## config.mk

```make
export PLATFORM = sky130hd
export DESIGN_NAME = cpu_ctrl_fsm
export DESIGN_NICKNAME = d
export VERILOG_FILES = /design/src/rtl/cpu_pkg.sv /design/src/rtl/cpu_decode.sv /design/src/rtl/cpu_ctrl_fsm.sv
export SDC_FILE = /design/constraint.sdc
export NUM_CORES = 1
export LEC_CHECK = 0
export CAP_MARGIN = 20
export CORE_MARGIN = 2
export CORE_UTILIZATION = 50
export CTS_CLUSTER_SIZE = 28
export DETAILED_ROUTE_END_ITERATION = 8
export PLACE_DENSITY = 0.92
export SETUP_SLACK_MARGIN = 0.3
export SYNTH_ARGS = -nofsm -noshare
export SYNTH_HDL_FRONTEND = slang
export SYNTH_SLANG_ARGS = --single-unit
```

## constraint.sdc

```tcl
create_clock -name CLK -period 7.4 [get_ports CLK]
set_input_delay 1.11 -clock CLK [delete_from_list [all_inputs] [get_ports CLK]]
set_output_delay 1.11 -clock CLK [all_outputs]
set_load 0.005 [all_outputs]
```

## src/rtl/cpu_pkg.sv

```systemverilog
// Shared definitions for the 16-bit CPU control path: opcodes, ALU operations,
// sequencer state encoding and instruction-word field helpers.
package cpu_pkg;

    localparam logic [4:0] OP_ADD  = 5'd0;
    localparam logic [4:0] OP_SUB  = 5'd1;
    localparam logic [4:0] OP_OR   = 5'd2;
    localparam logic [4:0] OP_AND  = 5'd3;
    localparam logic [4:0] OP_XOR  = 5'd4;
    localparam logic [4:0] OP_SL   = 5'd5;
    localparam logic [4:0] OP_SR   = 5'd6;
    localparam logic [4:0] OP_ADDI = 5'd7;
    localparam logic [4:0] OP_SUBI = 5'd8;
    localparam logic [4:0] OP_ORI  = 5'd9;
    localparam logic [4:0] OP_ANDI = 5'd10;
    localparam logic [4:0] OP_XORI = 5'd11;
    localparam logic [4:0] OP_SLI  = 5'd12;
    localparam logic [4:0] OP_SRI  = 5'd13;
    localparam logic [4:0] OP_BR   = 5'd14;
    localparam logic [4:0] OP_GT   = 5'd15;
    localparam logic [4:0] OP_LT   = 5'd16;
    localparam logic [4:0] OP_EQ   = 5'd17;
    localparam logic [4:0] OP_STW  = 5'd18;
    localparam logic [4:0] OP_LDW  = 5'd19;

    localparam logic [3:0] ALU_IDLE = 4'd0;
    localparam logic [3:0] ALU_ADD  = 4'd1;
    localparam logic [3:0] ALU_SUB  = 4'd2;
    localparam logic [3:0] ALU_OR   = 4'd3;
    localparam logic [3:0] ALU_AND  = 4'd4;
    localparam logic [3:0] ALU_XOR  = 4'd5;
    localparam logic [3:0] ALU_SL   = 4'd6;
    localparam logic [3:0] ALU_SR   = 4'd7;
    localparam logic [3:0] ALU_GT   = 4'd8;
    localparam logic [3:0] ALU_LT   = 4'd9;
    localparam logic [3:0] ALU_EQ   = 4'd10;

    localparam logic [2:0] ST_FETCH  = 3'd0;
    localparam logic [2:0] ST_DECODE = 3'd1;
    localparam logic [2:0] ST_EXEC   = 3'd2;
    localparam logic [2:0] ST_WB     = 3'd3;
    localparam logic [2:0] ST_MEM    = 3'd4;
    localparam logic [2:0] ST_HALT   = 3'd5;

    localparam int IR_OP_LSB  = 0;
    localparam int IR_RD_LSB  = 5;
    localparam int IR_RA_LSB  = 8;
    localparam int IR_RB_LSB  = 11;
    localparam int IR_IMM_LSB = 8;

    typedef enum logic [1:0] {
        CLS_ALU     = 2'd0,
        CLS_BR      = 2'd1,
        CLS_MEM     = 2'd2,
        CLS_ILLEGAL = 2'd3
    } instr_class_e;

    function automatic logic [4:0] ir_opcode(input logic [15:0] ir);
        return ir[IR_OP_LSB +: 5];
    endfunction

    function automatic logic [2:0] ir_rd(input logic [15:0] ir);
        return ir[IR_RD_LSB +: 3];
    endfunction

    function automatic logic [2:0] ir_ra(input logic [15:0] ir);
        return ir[IR_RA_LSB +: 3];
    endfunction

    function automatic logic [2:0] ir_rb(input logic [15:0] ir);
        return ir[IR_RB_LSB +: 3];
    endfunction

    function automatic logic [7:0] ir_imm8(input logic [15:0] ir);
        return ir[IR_IMM_LSB +: 8];
    endfunction

    function automatic logic [15:0] sext8(input logic [7:0] v);
        return {{8{v[7]}}, v};
    endfunction

endpackage

```

## src/rtl/cpu_decode.sv

```systemverilog
// Combinational opcode decoder: maps a 5-bit opcode to its ALU operation,
// immediate select, instruction class and store flag.
module cpu_decode
    import cpu_pkg::*;
(
    input  logic [4:0]   opcode,
    output logic [3:0]   alu_op,
    output logic         imm_sel,
    output instr_class_e iclass,
    output logic         is_store
);

    // Opcode table; anything not listed falls through to the illegal class.
    always_comb begin
        alu_op   = ALU_IDLE;
        imm_sel  = 1'b0;
        iclass   = CLS_ILLEGAL;
        is_store = 1'b0;
        case (opcode)
            OP_ADD:  begin alu_op = ALU_ADD; iclass = CLS_ALU; end
            OP_SUB:  begin alu_op = ALU_SUB; iclass = CLS_ALU; end
            OP_OR:   begin alu_op = ALU_OR;  iclass = CLS_ALU; end
            OP_AND:  begin alu_op = ALU_AND; iclass = CLS_ALU; end
            OP_XOR:  begin alu_op = ALU_XOR; iclass = CLS_ALU; end
            OP_SL:   begin alu_op = ALU_SL;  iclass = CLS_ALU; end
            OP_SR:   begin alu_op = ALU_SR;  iclass = CLS_ALU; end
            OP_GT:   begin alu_op = ALU_GT;  iclass = CLS_ALU; end
            OP_LT:   begin alu_op = ALU_LT;  iclass = CLS_ALU; end
            OP_EQ:   begin alu_op = ALU_EQ;  iclass = CLS_ALU; end
            OP_ADDI: begin alu_op = ALU_ADD; imm_sel = 1'b1; iclass = CLS_ALU; end
            OP_SUBI: begin alu_op = ALU_SUB; imm_sel = 1'b1; iclass = CLS_ALU; end
            OP_ORI:  begin alu_op = ALU_OR;  imm_sel = 1'b1; iclass = CLS_ALU; end
            OP_ANDI: begin alu_op = ALU_AND; imm_sel = 1'b1; iclass = CLS_ALU; end
            OP_XORI: begin alu_op = ALU_XOR; imm_sel = 1'b1; iclass = CLS_ALU; end
            OP_SLI:  begin alu_op = ALU_SL;  imm_sel = 1'b1; iclass = CLS_ALU; end
            OP_SRI:  begin alu_op = ALU_SR;  imm_sel = 1'b1; iclass = CLS_ALU; end
            OP_BR:   begin iclass = CLS_BR; end
            OP_STW:  begin iclass = CLS_MEM; is_store = 1'b1; end
            OP_LDW:  begin iclass = CLS_MEM; end
            default: begin iclass = CLS_ILLEGAL; end
        endcase
    end

endmodule

```

## src/rtl/cpu_ctrl_fsm.sv

```systemverilog
// Multi-cycle instruction sequencer: fetch, decode, execute, write-back and
// data-memory access, owning only the PC, IR, fault flag and wait counter.
module cpu_ctrl_fsm
    import cpu_pkg::*;
#(
    parameter logic [15:0] PC_RESET    = 16'h0000,
    parameter int unsigned MEM_TIMEOUT = 255
) (
    input  logic        CLK,
    input  logic        reset,
    output logic        imem_req,
    output logic [15:0] imem_addr,
    input  logic        imem_ack,
    input  logic [15:0] imem_rdata,
    output logic        dmem_req,
    output logic        dmem_we,
    input  logic        dmem_ack,
    output logic [3:0]  alu_op,
    output logic        alu_imm_sel,
    output logic [15:0] alu_imm,
    output logic [2:0]  rf_ra,
    output logic [2:0]  rf_rb,
    output logic        rf_we,
    output logic [2:0]  rf_wa,
    output logic        rf_wd_sel,
    output logic [15:0] pc,
    output logic        busy,
    output logic        fault
);

    // Counter value on the last permitted waiting cycle of a handshake.
    localparam logic [7:0] TIMEOUT_LAST = 8'(MEM_TIMEOUT - 32'd1);

    logic [2:0]   state_r;
    logic [15:0]  pc_r;
    logic [15:0]  ir_r;
    logic         fault_r;
    logic [7:0]   wait_r;

    logic [3:0]   dec_alu_op_s;
    logic         dec_imm_sel_s;
    instr_class_e dec_class_s;
    logic         dec_is_store_s;
    logic [15:0]  pc_inc_s;
    logic [15:0]  pc_br_s;

    cpu_decode u_decode (
        .opcode   (ir_opcode(ir_r)),
        .alu_op   (dec_alu_op_s),
        .imm_sel  (dec_imm_sel_s),
        .iclass   (dec_class_s),
        .is_store (dec_is_store_s)
    );

    assign pc_inc_s = pc_r + 16'd1;
    assign pc_br_s  = pc_inc_s + sext8(ir_imm8(ir_r));

    // Sequencer state, PC, IR, sticky fault and per-access wait counter.
    always_ff @(posedge CLK) begin
        if (!reset) begin
            state_r <= ST_FETCH;
            pc_r    <= PC_RESET;
            ir_r    <= 16'h0000;
            fault_r <= 1'b0;
            wait_r  <= 8'd0;
        end else begin
            case (state_r)
                ST_FETCH: begin
                    if (imem_ack) begin
                        ir_r    <= imem_rdata;
                        state_r <= ST_DECODE;
                    end else if (wait_r == TIMEOUT_LAST) begin
                        state_r <= ST_HALT;
                        fault_r <= 1'b1;
                    end else begin
                        wait_r <= wait_r + 8'd1;
                    end
                end
                ST_DECODE: begin
                    case (dec_class_s)
                        CLS_ILLEGAL: begin
                            state_r <= ST_HALT;
                            fault_r <= 1'b1;
                        end
                        CLS_BR: begin
                            pc_r    <= pc_br_s;
                            state_r <= ST_FETCH;
                            wait_r  <= 8'd0;
                        end
                        CLS_MEM: begin
                            state_r <= ST_MEM;
                            wait_r  <= 8'd0;
                        end
                        default: begin
                            state_r <= ST_EXEC;
                        end
                    endcase
                end
                ST_EXEC: begin
                    state_r <= ST_WB;
                end
                ST_WB: begin
                    pc_r    <= pc_inc_s;
                    state_r <= ST_FETCH;
                    wait_r  <= 8'd0;
                end
                ST_MEM: begin
                    if (dmem_ack) begin
                        pc_r    <= pc_inc_s;
                        state_r <= ST_FETCH;
                        wait_r  <= 8'd0;
                    end else if (wait_r == TIMEOUT_LAST) begin
                        state_r <= ST_HALT;
                        fault_r <= 1'b1;
                    end else begin
                        wait_r <= wait_r + 8'd1;
                    end
                end
                ST_HALT: begin
                    state_r <= ST_HALT;
                end
                default: begin
                    state_r <= ST_HALT;
                    fault_r <= 1'b1;
                end
            endcase
        end
    end

    // Strobes decoded from the registered state; only rf_we/rf_wd_sel see dmem_ack.
    always_comb begin
        imem_req    = 1'b0;
        dmem_req    = 1'b0;
        dmem_we     = 1'b0;
        alu_op      = ALU_IDLE;
        alu_imm_sel = 1'b0;
        rf_we       = 1'b0;
        rf_wd_sel   = 1'b0;
        case (state_r)
            ST_FETCH: begin
                imem_req = 1'b1;
            end
            ST_EXEC: begin
                alu_op      = dec_alu_op_s;
                alu_imm_sel = dec_imm_sel_s;
            end
            ST_WB: begin
                rf_we = 1'b1;
            end
            ST_MEM: begin
                dmem_req = 1'b1;
                dmem_we  = dec_is_store_s;
                if (dmem_ack && !dec_is_store_s) begin
                    rf_we     = 1'b1;
                    rf_wd_sel = 1'b1;
                end else begin
                    rf_we     = 1'b0;
                    rf_wd_sel = 1'b0;
                end
            end
            default: begin
                imem_req = 1'b0;
            end
        endcase
    end

    // I-type reads rd as operand A; STW reads rd as the store data on port B.
    assign rf_ra     = dec_imm_sel_s ? ir_rd(ir_r) : ir_ra(ir_r);
    assign rf_rb     = dec_is_store_s ? ir_rd(ir_r) : ir_rb(ir_r);
    assign rf_wa     = ir_rd(ir_r);
    assign alu_imm   = {8'h00, ir_imm8(ir_r)};
    assign imem_addr = pc_r;
    assign pc        = pc_r;
    assign busy      = (state_r != ST_HALT);
    assign fault     = fault_r;

endmodule

```

# Yosys cells after proc, flatten, opt, wreduce, memory -nomap -nowiden
# Cells that the tools add are included.
[word_totals] regBits=44 out_inout_bits=69 word_cells=98 input_bits=20
[op_classes] n_addsub=3 eq_ne=35 n_reduce_logical=22 bitwise_logic=1 mux=32
[ops] operator="one-hot mux 16 bit (3 select lines)" n=1
[ops] operator="equality test 5 x 4 -> 1 bit, second input constant" n=8
[ops] operator="one-hot mux 4 bit (10 select lines)" n=1
[ops] operator="2-to-1 mux 16 bit" n=2
[ops] operator="2-to-1 mux 8 bit" n=4
[ops] operator="one-hot mux 8 bit (4 select lines)" n=1
[ops] operator="equality test 5 x 3 -> 1 bit, second input constant" n=4
[ops] operator="equality test 5 bit, second input constant" n=4
[ops] operator="OR reduction 2 bit" n=9
[ops] operator="OR reduction 17 bit" n=1
[ops] operator="adder 16 x 1 -> 16 bit, second input constant" n=1
[ops] operator="adder 16 bit" n=1
[ops] operator="2-to-1 mux 3 bit" n=5
[ops] operator="one-hot mux 3 bit (5 select lines)" n=1
[ops] operator="2-to-1 mux 1 bit" n=12
[ops] operator="inequality test 2 bit, second input constant" n=6
[ops] operator="equality test 5 x 2 -> 1 bit, second input constant" n=2
[ops] operator="one-hot mux 3 bit (3 select lines)" n=1
[ops] operator="adder 8 x 1 -> 8 bit, second input constant" n=1
[ops] operator="equality test 8 bit, second input constant" n=1
[ops] operator="OR reduction 7 bit" n=1
[ops] operator="equality test 3 x 2 -> 1 bit, second input constant" n=2
[ops] operator="equality test 3 bit, second input constant" n=2
[ops] operator="one-hot mux 2 bit (3 select lines)" n=1
[ops] operator="19 further kinds" n=21

# Depth between registers and ports, before layout
# Gate-level depths: netlist of the first run.
[logic_depth] word_depth=7 depth_mapped=14 ltp_nobuf=13

# Cells and area by module
# From an unflattened synthesis of the first run, not the netlist that was laid out.
[unflattened] cells_unflattened=497 hier_area_um2=3719.8
[by_module_without_submodules] module="cpu_ctrl_fsm" area_each_um2=3544.6 n_inst=1 seq_area_each_um2=880.8 cells_per_inst=471
[by_module_without_submodules] module="cpu_decode" area_each_um2=175.2 n_inst=1 seq_area_each_um2=0.0 cells_per_inst=26

# Worst setup path after synthesis of the first run
# OpenSTA, ideal clock, no wires.
[synth_path] path_kind="register to register" startpoint="register pc_r[0], in the netlist imem_addr[0]" endpoint="register pc_r[15], in the netlist imem_addr[15]" setup_slack_ns=4.487 stages_incl_launch_ff=14 path_buffers=0 arrival_ns=2.842 path_cell_list="dfxtp_1 > ha_1 > inv_1 > nor3_1 > nand2_1 > xnor2_1 > ha_1 > a21o_1 > a31o_1 > a311oi_1 > nand4_1 > a21oi_1 > nand2b_1 > mux2i_1"
[synth_between] elab_chain_cells=4 word_cells_on_any_way=5 classes_between="add/sub (2); mux (3)"
[synth_rtl] element="start, declared" line="cpu_ctrl_fsm.sv:35" rtl="logic [15:0] pc_r;"
[synth_rtl] element="start signal, assigned" line="cpu_ctrl_fsm.sv:86" rtl="pc_r <= pc_br_s;"
[synth_rtl] element="start signal, assigned" line="cpu_ctrl_fsm.sv:103" rtl="pc_r <= pc_inc_s;"
[synth_rtl] element="start signal, assigned" line="cpu_ctrl_fsm.sv:109" rtl="pc_r <= pc_inc_s;"
[synth_rtl] element="adder 16 x 1 -> 16 bit (*)" line="cpu_ctrl_fsm.sv:55" rtl="assign pc_inc_s = pc_r + 16'd1;"
[synth_rtl] element="adder 16 bit" line="cpu_ctrl_fsm.sv:56" rtl="assign pc_br_s = pc_inc_s + sext8(ir_imm8(ir_r));"
[synth_rtl] element="2-to-1 mux 16 bit" line="cpu_ctrl_fsm.sv:80" rtl="case (dec_class_s)"
[synth_rtl] element="one-hot mux 16 bit (3 select lines) (*)" line="cpu_ctrl_fsm.sv:67" rtl="case (state_r)"
# Mark *: on every way between the ends. The rest lies on a longest branch, timed or not. The select of a mux whose other input is x is not followed.
# A chain may end at the register's enable or synchronous reset.

# Final worst setup path of the first run
[layout_path] startpoint="input dmem_ack" endpoint="output rf_we"
[layout_between] elab_chain_cells=3
[layout_rtl] element="start, declared" line="cpu_ctrl_fsm.sv:17" rtl="input logic dmem_ack,"
[layout_rtl] element="logical AND 1 bit" line="cpu_ctrl_fsm.sv:153" rtl="if (dmem_ack && !dec_is_store_s) begin"
[layout_rtl] element="2-to-1 mux 1 bit" line="cpu_ctrl_fsm.sv:153"
[layout_rtl] element="one-hot mux 1 bit (2 select lines)" line="cpu_ctrl_fsm.sv:139" rtl="case (state_r)"
[layout_rtl] element="end, declared" line="cpu_ctrl_fsm.sv:23" rtl="output logic rf_we,"
# No other way between the ends.

==> results of run 1 <==
## worst reg2reg max path, cell delays in order, from the launching register on
cell	delay, ns
dfxtp_1	0.50
ha_1	0.28
inv_1	0.10
nor3_1	0.40
nand2_1	0.17
xnor2_1	0.22
ha_1	0.34
a21o_1	0.22
a31o_1	0.21
a311oi_1	0.34
nand4_1	0.18
a21oi_1	0.19
nand2b_1	0.13
mux2i_1	0.17
## through the flow
| stage | setup slack (ns) | util, % |
|---|---|---|
| after detailed placement | 3.791 | 60.66 |
| after floorplan | 4.487 | - |
| after CTS | 3.770 | 62.29 |
| after global routing | 3.665 | 62.58 |
| after global placement | 3.856 | 60.55 |
| final | 3.775 | 62.58 |
## cell type report
cell class,count,share of cell area (%)
multi-input cells,375,53.82
flip-flops and latches,44,20.60
repair buffers,82,19.37
well taps,96,2.809
clock buffers,5,1.610
clock inverters,3,0.9950
inverters,9,0.7902
## synthesized netlist by cell type (10+ instances only)
cell type,n,area (sq um)
nor3_1,14,70.07
dfxtp_1,44,880.8
a21oi_1,55,275.3
buf_4,36,270.3
nor2_1,34,127.6
clkbuf_1,17,63.81
nand2_1,73,274.0
xnor2_1,14,122.6
ha_1,21,262.8
and3_1,10,62.56
nor2b_1,10,62.56
nand3_1,18,90.09
xor2_1,12,105.1
o21ai_0,20,100.1
## kinds of logic after synthesis
logic type,Yosys count
AND/OR/NAND/NOR,187
AO/OA/AOI/OAI,124
buffers and inverters,65
flip-flops,44
XOR/XNOR,26
adder cells (fa/ha/maj),22
multiplexers,8
other,1
## registers in the layout, summed over array words and instances, names as in the netlist
name and cells:
wait_r 8, state_r 3, imem_addr 16, ir_r 16, fault 1
## power groups by stage
stage	Combinational, mW	Sequential [mW]	Clock [mW]
detailed placement	0.153	0.279	0
floorplan	0.113	0.268	0
global route	0.173	0.277	0.201
CTS	0.154	0.273	0.190
global placement	0.148	0.277	0
finish	0.157	0.274	0.190
## layer usage
layer  share of wire [%]  global-route usage (%)  vias to the layer above  wire length, um
met4                 1.9                   8.678                        0              171
met2                  49                   40.29                      179             4438
li1                    -                       -                     1719                -
met5                   0                       0                        -                0
met1                  42                   29.54                     1642             3807
met3                 7.8                   4.524                       20              711
## worst min-delay path by stage
stage | startpoint | endpoint | slack [ns] | cells after the start
floorplan | ir_r[14] | ir_r[14] | 0.45 | 2
global placement | fault | fault | 0.46 | 1
detailed placement | fault | fault | 0.46 | 1
CTS | fault | fault | 0.48 | 1
global route | fault | fault | 0.50 | 1
finish | fault | fault | 0.48 | 1
==> metrics.txt, run 1 <==
status finished clean; CTS sink cnt 44; Tmin final 3.625 ns; core footprint 6832 sq um; starting density of the core 51.78%; Multi-input gate area 2301 sq um; WP depth 5; clock network power share 30.7%; Fin Setup TNS 0 ns; Filler Cells Inserted 609; post-route ant nets 0; Reg clk slew, reported paths 0.09 ns; Crit Path Max Fanout 3; Die Area 7763 sq um; xor/xnor share of the synthesized area 6.438%; commonest non-fill, non-tap cells in the layout 80 x clkdlybuf4s50_1, 73 x nand2_1, 55 x a21oi_1; routed length per instance 14.87 um; cts repair resizes 0; remaining global-route overflow 0; worst vdd ir 0.00007512 V; RSZ-0062 raised after global routing no; global-route wire length before repair 14.73 mm; register bit total from synthesis 44; synthesized cell area 3537 sq um; Area Overhead vs Synth 20.87%; slowest stage delay, CP 0.50 ns; syn_area_per_cell 7.415 sq um; commonest non-fill, non-tap cell in the layout clkdlybuf4s50_1; antenna violations before repair 0; min-delay worst type flip-flop to flip-flop; vias in the first global route 3190; H-tree depth 2; worst reg2reg path depth 13; Chip Height 88.11 um; CP arrival 2.51 ns; Crit-path slowest cell clkdlybuf4s50_1; hold_buf cts 0; Critical Path Start dmem_ack; Placed Cells 605; Net Sw Frac 31.02%; First-pass DRT Iterations 5; ys flop type dfxtp_1; # Post-CTS Setup Buffers 0; crit-path cells clkdlybuf4s50_1 > nand2_1 > nor2b_1 > nand2b_1 > clkdlybuf4s50_1; Synth Instances 477; RR Startpoint imem_addr[0]; Buf+Inv Stages, Crit Path 2; Synth Area in Compound Gates 22.21%; clock skew 0.005435 ns; Ports 89; Finished Cell Area 4275 sq um; Leakage 1.642 nW; CP Class primary input to output port; pwr dens 145.2 nW/um^2; share of synthesized registers carrying an async set or reset 0%; I/O Buffers 80; Worst-Skew Late Latency 0.30 ns; Synth Area in Simple Gates 25.08%; Max Cap Viol 0; Cell Area, Placed 4144 sq um; post-synthesis cell type count 59; crit end category output port; worst setup path end rf_we; Slew HR 49.69%; number of synthesized flops with an enable pin 0; share of layout cells above drive strength 1 5.019%; Critical Path RT 6.29 ns; TritonCTS Buffers 5; Flop pwr share 44.1%; Power, Total 621.0 uW; gpl congestion 0.9133; total number of vias 3560; sequential area share after synthesis 24.90%; detailed placement HPWL 6.564 mm; r2r endpoint imem_addr[15]; # setup viols final 0; CP most frequent cell clkdlybuf4s50_1; crit-path leading delay family buffers and inverters; vias per std cell 5.798; TritonCTS clock tree yes; Layout Nets 559; WL final 9.129 mm; Final Max Tran Viols 0; # rows 30; Starting DRT DRC Count 250; final hold slack 0.4786 ns; ANT cells 0; largest net degree at the start of global routing 37; Synth Area in Adders 7.994%; Tcrit/Tclk final 48.98%; FF+latch area 880.8 sq um; chip width 88.11 um; clock buffer depth 2; Setup crit start kind primary input; # DRC 0; r2r setup slk 3.88 ns; Slew @ Worst Pin 0.7547 ns; Post-Layout Cell Count 614; largest family of logic cells by synthesized area simple AND/OR/NAND/NOR gates; Hold Fails Final Rpt 0; root cell of the clock tree clkbuf_8; internal power 428.3 uW; Net Sw Power 192.6 uW; YS warnings 0; Max Freq 0.2759 GHz; gr usage total 23.58%; Comb pwr share 25.3%; post-synthesis mux area share 2.476%
Power figures use the tool's default switching activity.
==> run 2: changes to the inputs <==
==> constraint.sdc (replaced) <==
create_clock -name CLK -period 3.4 [get_ports CLK]
set_input_delay 0.51 -clock CLK [delete_from_list [all_inputs] [get_ports CLK]]
set_output_delay 0.51 -clock CLK [all_outputs]
set_load 0.005 [all_outputs]
==> run 2 against run 1 <==
  * Combinational power grew 140%
  * Setup slack lost 3.5 ns
  * Core utilization grew 4.5 points
  * Die area is the same
  * Critical path type is now flip-flop to flip-flop
  * Largest power group unchanged
  * Highest routed layer unchanged
==> metrics.txt, run 2 (synthesized netlist as in run 1, its figures left out) <==
Max Cap Viol 0; core footprint 6832 sq um; CTS sink cnt 44; hold_buf cts 0; Cell Area, Placed 4204 sq um; chip width 88.11 um; Chip Height 88.11 um; clock buffer depth 2; largest net degree at the start of global routing 26; CP arrival 3.27 ns; Filler Cells Inserted 547; gr usage total 24.05%; I/O Buffers 80; H-tree depth 2; Tmin final 3.101 ns; vias per std cell 5.938; min-delay worst type flip-flop to flip-flop; Tcrit/Tclk final 91.20%; global-route wire length before repair 14.94 mm; vias in the first global route 3309; worst vdd ir 0.0002005 V; RSZ-0062 raised after global routing no; # DRC 0; Die Area 7763 sq um; Slew HR 52.44%; # setup viols final 0; Finished Cell Area 4582 sq um; commonest non-fill, non-tap cells in the layout 80 x clkdlybuf4s50_1, 71 x nand2_1, 54 x a21oi_1; ANT cells 0; Critical Path RT 3.57 ns; Max Freq 0.3225 GHz; antenna violations before repair 0; pwr dens 306.8 nW/um^2; gpl congestion 0.9085; WL final 10.25 mm; Layout Nets 579; routed length per instance 16.17 um; commonest non-fill, non-tap cell in the layout clkdlybuf4s50_1; Slew @ Worst Pin 0.7125 ns; Setup Slack @ Placement 0.05188 ns; Hold Fails Final Rpt 0; remaining global-route overflow 0; post-route ant nets 0; First-pass DRT Iterations 6; detailed placement HPWL 6.825 mm; Starting DRT DRC Count 412; Crit Path Max Fanout 7; Reg clk slew, reported paths 0.09 ns; total number of vias 3765; clock skew 0.009464 ns; Leakage 1.800 nW; Final Max Tran Viols 0; Worst-Skew Late Latency 0.31 ns; starting density of the core 51.78%; status finished clean; Ports 89; Setup WS post-layout 0.2992 ns; # rows 30; root cell of the clock tree clkbuf_8; TritonCTS Buffers 5; crit end category flip-flop; Setup crit start kind flip-flop; share of layout cells above drive strength 1 13.94%; TritonCTS clock tree yes; CP Class flip-flop to flip-flop; Fin Setup TNS 0 ns; Area Overhead vs Synth 29.54%; Final Core Density 67.07%
-- run 2: cell count changes in the layout (fill, tap and decap cells not counted), sizes merged --
cell	before	now
buf	2	22
clkbuf	5	6
clkinvlp	1	0
-- run 2: final timing paths --
kind / start / end / slack (ns) / cells after the start
min reg2reg: fault / fault / 0.49 / 1
max reg2reg: imem_addr[3] / imem_addr[12] / 0.30 / 13
max: imem_addr[3] / imem_addr[12] / 0.30 / 13
min: fault / fault / 0.49 / 1
-- run 2: repair_timing --
item | 4_1_cts | 5_1_grt
pin swaps | 2 | 14
gates resized for setup | 5 | 32
endpoints found under the setup margin | 1 | 6
buffers inserted | 1 | 12
-- run 2: metrics by stage --
stage                     instances  hold WS (ns)  total power [mW]
final                           634        0.4860             1.406
after global routing            634        0.5178             1.475
after CTS                       622        0.4898             1.380
after detailed placement        613        0.4544            0.9462
after global placement          613        0.4611            0.9325
after floorplan                 484        0.4540            0.8283
-- run 2: power by group --
group / internal [mW] / switching (mW) / total (mW)
logic: 0.189 / 0.185 / 0.373
clock network: 0.241 / 0.196 / 0.436
registers: 0.543 / 0.0527 / 0.596
total: 0.973 / 0.433 / 1.41
-- run 2: area by class of cell --
cell class / count / area [sq um] / area share (%)
flip-flops and latches: 44 / 898.4 / 19.61
repair buffers: 102 / 965.9 / 21.08
inverters: 9 / 33.78 / 0.7373
clock buffers: 6 / 82.58 / 1.802
clock inverters: 2 / 38.79 / 0.8465
multi-input cells: 375 / 2442 / 53.30
well taps: 96 / 120.1 / 2.622
-- run 2: layer usage --
| metal | vias to the layer above | track usage (%) | routed length (um) |
|---|---|---|---|
| met5 | - | 0 | 0 |
| met4 | 0 | 9.917 | 347 |
| met3 | 36 | 4.336 | 760 |
| met2 | 209 | 42.29 | 5061 |
| met1 | 1751 | 28.84 | 4080 |
| li1 | 1769 | - | - |
-- run 2: worst max-delay path, cell delays in order, from the launching register on --
cell and delay, ns:
dfxtp_4 0.40, nand4_1 0.13, buf_4 0.17, nor3_4 0.24, buf_4 0.19, xor2_1 0.15, ha_1 0.33, a21oi_1 0.27
and2_1 0.23, a22o_1 0.17, a21oi_2 0.06, a221oi_1 0.36, xor2_1 0.18, a21oi_1 0.08
==> patch 1: new RTL, flow settings as in run 2 <==
Make the reset (`reset`) asynchronous in one clocked block.
--- a/src/rtl/cpu_ctrl_fsm.sv
+++ b/src/rtl/cpu_ctrl_fsm.sv
@@ -57,5 +57,5 @@
 
     // Sequencer state, PC, IR, sticky fault and per-access wait counter.
-    always_ff @(posedge CLK) begin
+    always_ff @(posedge CLK or negedge reset) begin
         if (!reset) begin
             state_r <= ST_FETCH;
Behaviour: differs if reset is asserted again (counterexample within 4 cycles, from zero or initial values and one cycle with reset low); with reset held inactive, the same outputs for 4 cycles.
==> patch 1 against run 2 <==
Core utilization decreased by 3.6 points. Area after synthesis increased by 4.6%. Routed wire length decreased by 5.1%. Setup slack improved by 170 ps. Cell area decreased by 0.14%. Sequential cell count unchanged. Critical path type unchanged. Largest cell class unchanged. Highest routed layer unchanged.
Power is left out: it rests on default switching activity, and per cell area and clock period it moved more than threefold.
==> patch 1: results (changes against run 2) <==
| Metric | Value |
|---|---|
| Met3 wire length | `674 um (-11%)` |
| Post-CTS setup buffer count | `0 (-1)` |
| Met1 Usage GRT | `26.2% (-2.7 points)` |
| Nets | `532 (-8.1%)` |
| Hold WS | `33.2 ps (-453 ps)` |
| WP data arrival | `3170 ps (-100 ps)` |
| Initial DRC Count | `320 (-22%)` |
| Avg WL per Cell | `16.5 um (+2.0%)` |
| Worst slew pin tran | `860 ps (+148 ps)` |
| R2r endpoint | `imem_addr[15]` |
| Largest net degree at the start of global routing | `45 (+73%)` |
| Worst r2r src | `imem_addr[4]` |
| Dpl cells | `579 (-5.5%)` |
| Post-Route Skew | `8.46 ps (-1.00 ps)` |
| GRT Overall Usage | `22.0% (-2.0 points)` |
| Share of layout cells above drive strength 1 | `13.4% (-0.50 points)` |
| Top cells by count, synth | `nand2_1, dfrtp_1, buf_4` |
| Met2 wire len | `4860 um (-4.0%)` |
| Met3 Usage GRT | `4.11% (-0.23 points)` |
| Crit path max fanout | `6 (-1)` |
| Met2 Usage GRT | `38.9% (-3.4 points)` |
| DP Worst Slack | `220 ps (+168 ps)` |
| Slowest cell on crit path | `dfrtp_1` |
| DR vias/cell | `5.86 (-1.4%)` |
| Drt first pass iters | `5 (-1)` |
| Async set-or-reset flop fraction in the synthesized netlist | `100% (+100 points)` |
| Post_cts resized | `6 (+1)` |
| Register area share after synthesis | `29.7% (+4.8 points)` |
| Distinct cells, synth | `56 (-5.1%)` |
| Status | `finished clean` |
| Top post-synthesis cells by area | `dfrtp_1, buf_4, ha_1` |
| Met1 wire length | `3890 um (-4.7%)` |
| Post-route setup slack | `466 ps (+167 ps)` |
| Delay-heaviest family, CP | `simple AND/OR/NAND/NOR gates` |
-- patch 1: cell count changes after synthesis, moves of 4 or more --
cell / change
a21oi_1: -21
a22o_1: +4
a311oi_1: -4
and3_1: -7
dfrtp_1: +44
dfxtp_1: -44
inv_1: +8
mux2_2: +16
nand2_1: -22
nand3_1: +6
nor3_1: -6
o21bai_1: +5
-- patch 1: final cells by class --
| class | instances | area [um^2] |
|---|---|---|
| inverters | 16 | 60.1 |
| multi-input cells | 337 | 2320 |
| flip-flops and latches | 44 | 1110 |
| clock inverters | 2 | 35.0 |
| fillers | 547 | 2640 |
| repair buffers | 86 | 853 |
| clock buffers | 6 | 72.6 |
| well taps | 99 | 124 |
-- patch 1: logic make-up after synthesis --
logic type	share of synthesized area (%)
compound gates	18.1
mux	6.96
xor+xnor	6.39
fa+ha+maj	7.64
simple gates	20.4
other cells	0.101
buf+inv	10.6
flops	29.7
==> patch 2: new RTL, settings of run 2 <==
Without the edit above. Change the parameter `MEM_TIMEOUT` from 255 to 128.
--- a/src/rtl/cpu_ctrl_fsm.sv
+++ b/src/rtl/cpu_ctrl_fsm.sv
@@ -5,5 +5,5 @@
 #(
     parameter logic [15:0] PC_RESET    = 16'h0000,
-    parameter int unsigned MEM_TIMEOUT = 255
+    parameter int unsigned MEM_TIMEOUT = 128
 ) (
     input  logic        CLK,
Check against the original RTL: no difference found for any inputs over 4 cycles, from zero or initial values and one cycle with reset low; that may be too few to reach the edited logic, so the function may still have changed.
==> patch 2 against run 2 <==
Count of clock-buffer cells in the layout decreased by 1. Sequential cell count unchanged. Hold slack got worse by 8.7 ps. Sequential share of layout area increased by 0.33 points. Setup slack improved by 180 ps. Total power decreased by 5.4%. Via count decreased by 5.3%. Area after synthesis increased by 3.7%. Critical path type unchanged. Cell area decreased by 1.9%. Routed wire length decreased by 8.5%. Critical path depth unchanged. Core utilization decreased by 4.5 points.
==> patch 2: results (changes against run 2) <==
| Metric | Value |
|---|---|
| Post-Route Skew | `10.8 ps (+1.38 ps)` |
| FF/Latch Area | `896 um^2 (-0.28%)` |
| Hold WS | `477 ps (-8.67 ps)` |
| DP Worst Slack | `213 ps (+161 ps)` |
| Distinct cells, synth | `61 (+3.4%)` |
| Hpwl dp | `6930 um (+1.6%)` |
| Fill count | `615 (+12%)` |
| Top post-synthesis cells by area | `dfxtp_1, nand2_1, buf_4` |
| Non-clock buffers, area share | `19.0% (-2.1 points)` |
| Period utilization | `86.0% (-5.2 points)` |
| Worst slew pin tran | `961 ps (+249 ps)` |
| Signal buffers | `87 (-15%)` |
| Met1 wire length | `4070 um (-0.22%)` |
| Placement Cell Area | `4260 um^2 (+1.4%)` |
| Final-layout clock-cell area share | `2.48% (-0.17 points)` |
| RePlAce Congestion | `0.991 (+9.1%)` |
| Met3 Usage GRT | `2.10% (-2.2 points)` |
| Total Routed Length | `9370 um (-8.5%)` |
| Setup crit start | `imem_addr[0]` |
| Met1 Usage GRT | `29.8% (+0.98 points)` |
| Final instance area | `4490 um^2 (-1.9%)` |
| Initial DRC Count | `163 (-60%)` |
| Total of max-cap violations | `0 (unchanged)` |
| Comb_multi_in | `383 (+2.1%)` |
| Non-Clock Inverter Count | `8 (-1)` |
| Met3 wire length | `586 um (-23%)` |
| Largest net degree at the start of global routing | `30 (+15%)` |
| Met2 wire len | `4570 um (-9.8%)` |
| Multi-input combinational area share | `55.2% (+1.9 points)` |
| Share of layout cells above drive strength 1 | `11.3% (-2.6 points)` |
| Global-route wire length before repair | `14900 um (-0.42%)` |
| Hold Path Depth | `2 (+1)` |
| Drt first pass iters | `5 (-1)` |
| DR vias/cell | `5.67 (-4.6%)` |
| Clock buffer cells | `5 (-1)` |
| Delay-heaviest family, CP | `simple AND/OR/NAND/NOR gates` |
| Vias in the first global route | `3209 (-3.0%)` |
| Mapped Cells | `486 (+1.9%)` |
| Dpl cells | `617 (+0.65%)` |
| VDD IR max | `0.187 mV (-6.8%)` |
| Met2 Usage GRT | `40.8% (-1.4 points)` |
| Psw | `0.405 mW (-6.6%)` |
| Register area share after synthesis | `24.0% (-0.89 points)` |
| Status | `finished clean` |
| Nets | `570 (-1.6%)` |
| WP data arrival | `3140 ps (-130 ps)` |
| Num sequential | `44 (unchanged)` |
==> patch 2: cell types whose count changed after synthesis, sizes merged, moves of 4 or more <==
cell / change
and3: -7
nor2: +15
o21ai: +9
a21oi: -4
nand4: +7
xnor2: +5
nand3: -7
==> patch 2: cells by family (layout without fill, tap and decap cells) <==
group	after synthesis	in the layout	synth area share [%]
simple gates	197	197	26.9
compound gates	116	116	19.8
buf+inv	66	103	11.2
flops	44	44	24.0
xor+xnor	32	32	8.05
fa+ha+maj	21	21	7.37
mux	9	9	2.66
other cells	1	8	0.102
==> patch 2: power by group through the flow <==
stage	registers [mW]	clock network [mW]	logic [mW]
after floorplan	0.583	0	0.231
after global placement	0.600	0	0.306
after detailed placement	0.602	0	0.317
after CTS	0.590	0.415	0.319
after global routing	0.598	0.434	0.363
final	0.592	0.411	0.328
==> patch 2: timing repair <==
| action | CTS | global route |
|---|---|---|
| pin swaps | 0 | 2 |
| setup endpoints to repair | 2 | 5 |
| setup buffers | 0 | 4 |
| resized for setup | 4 | 20 |
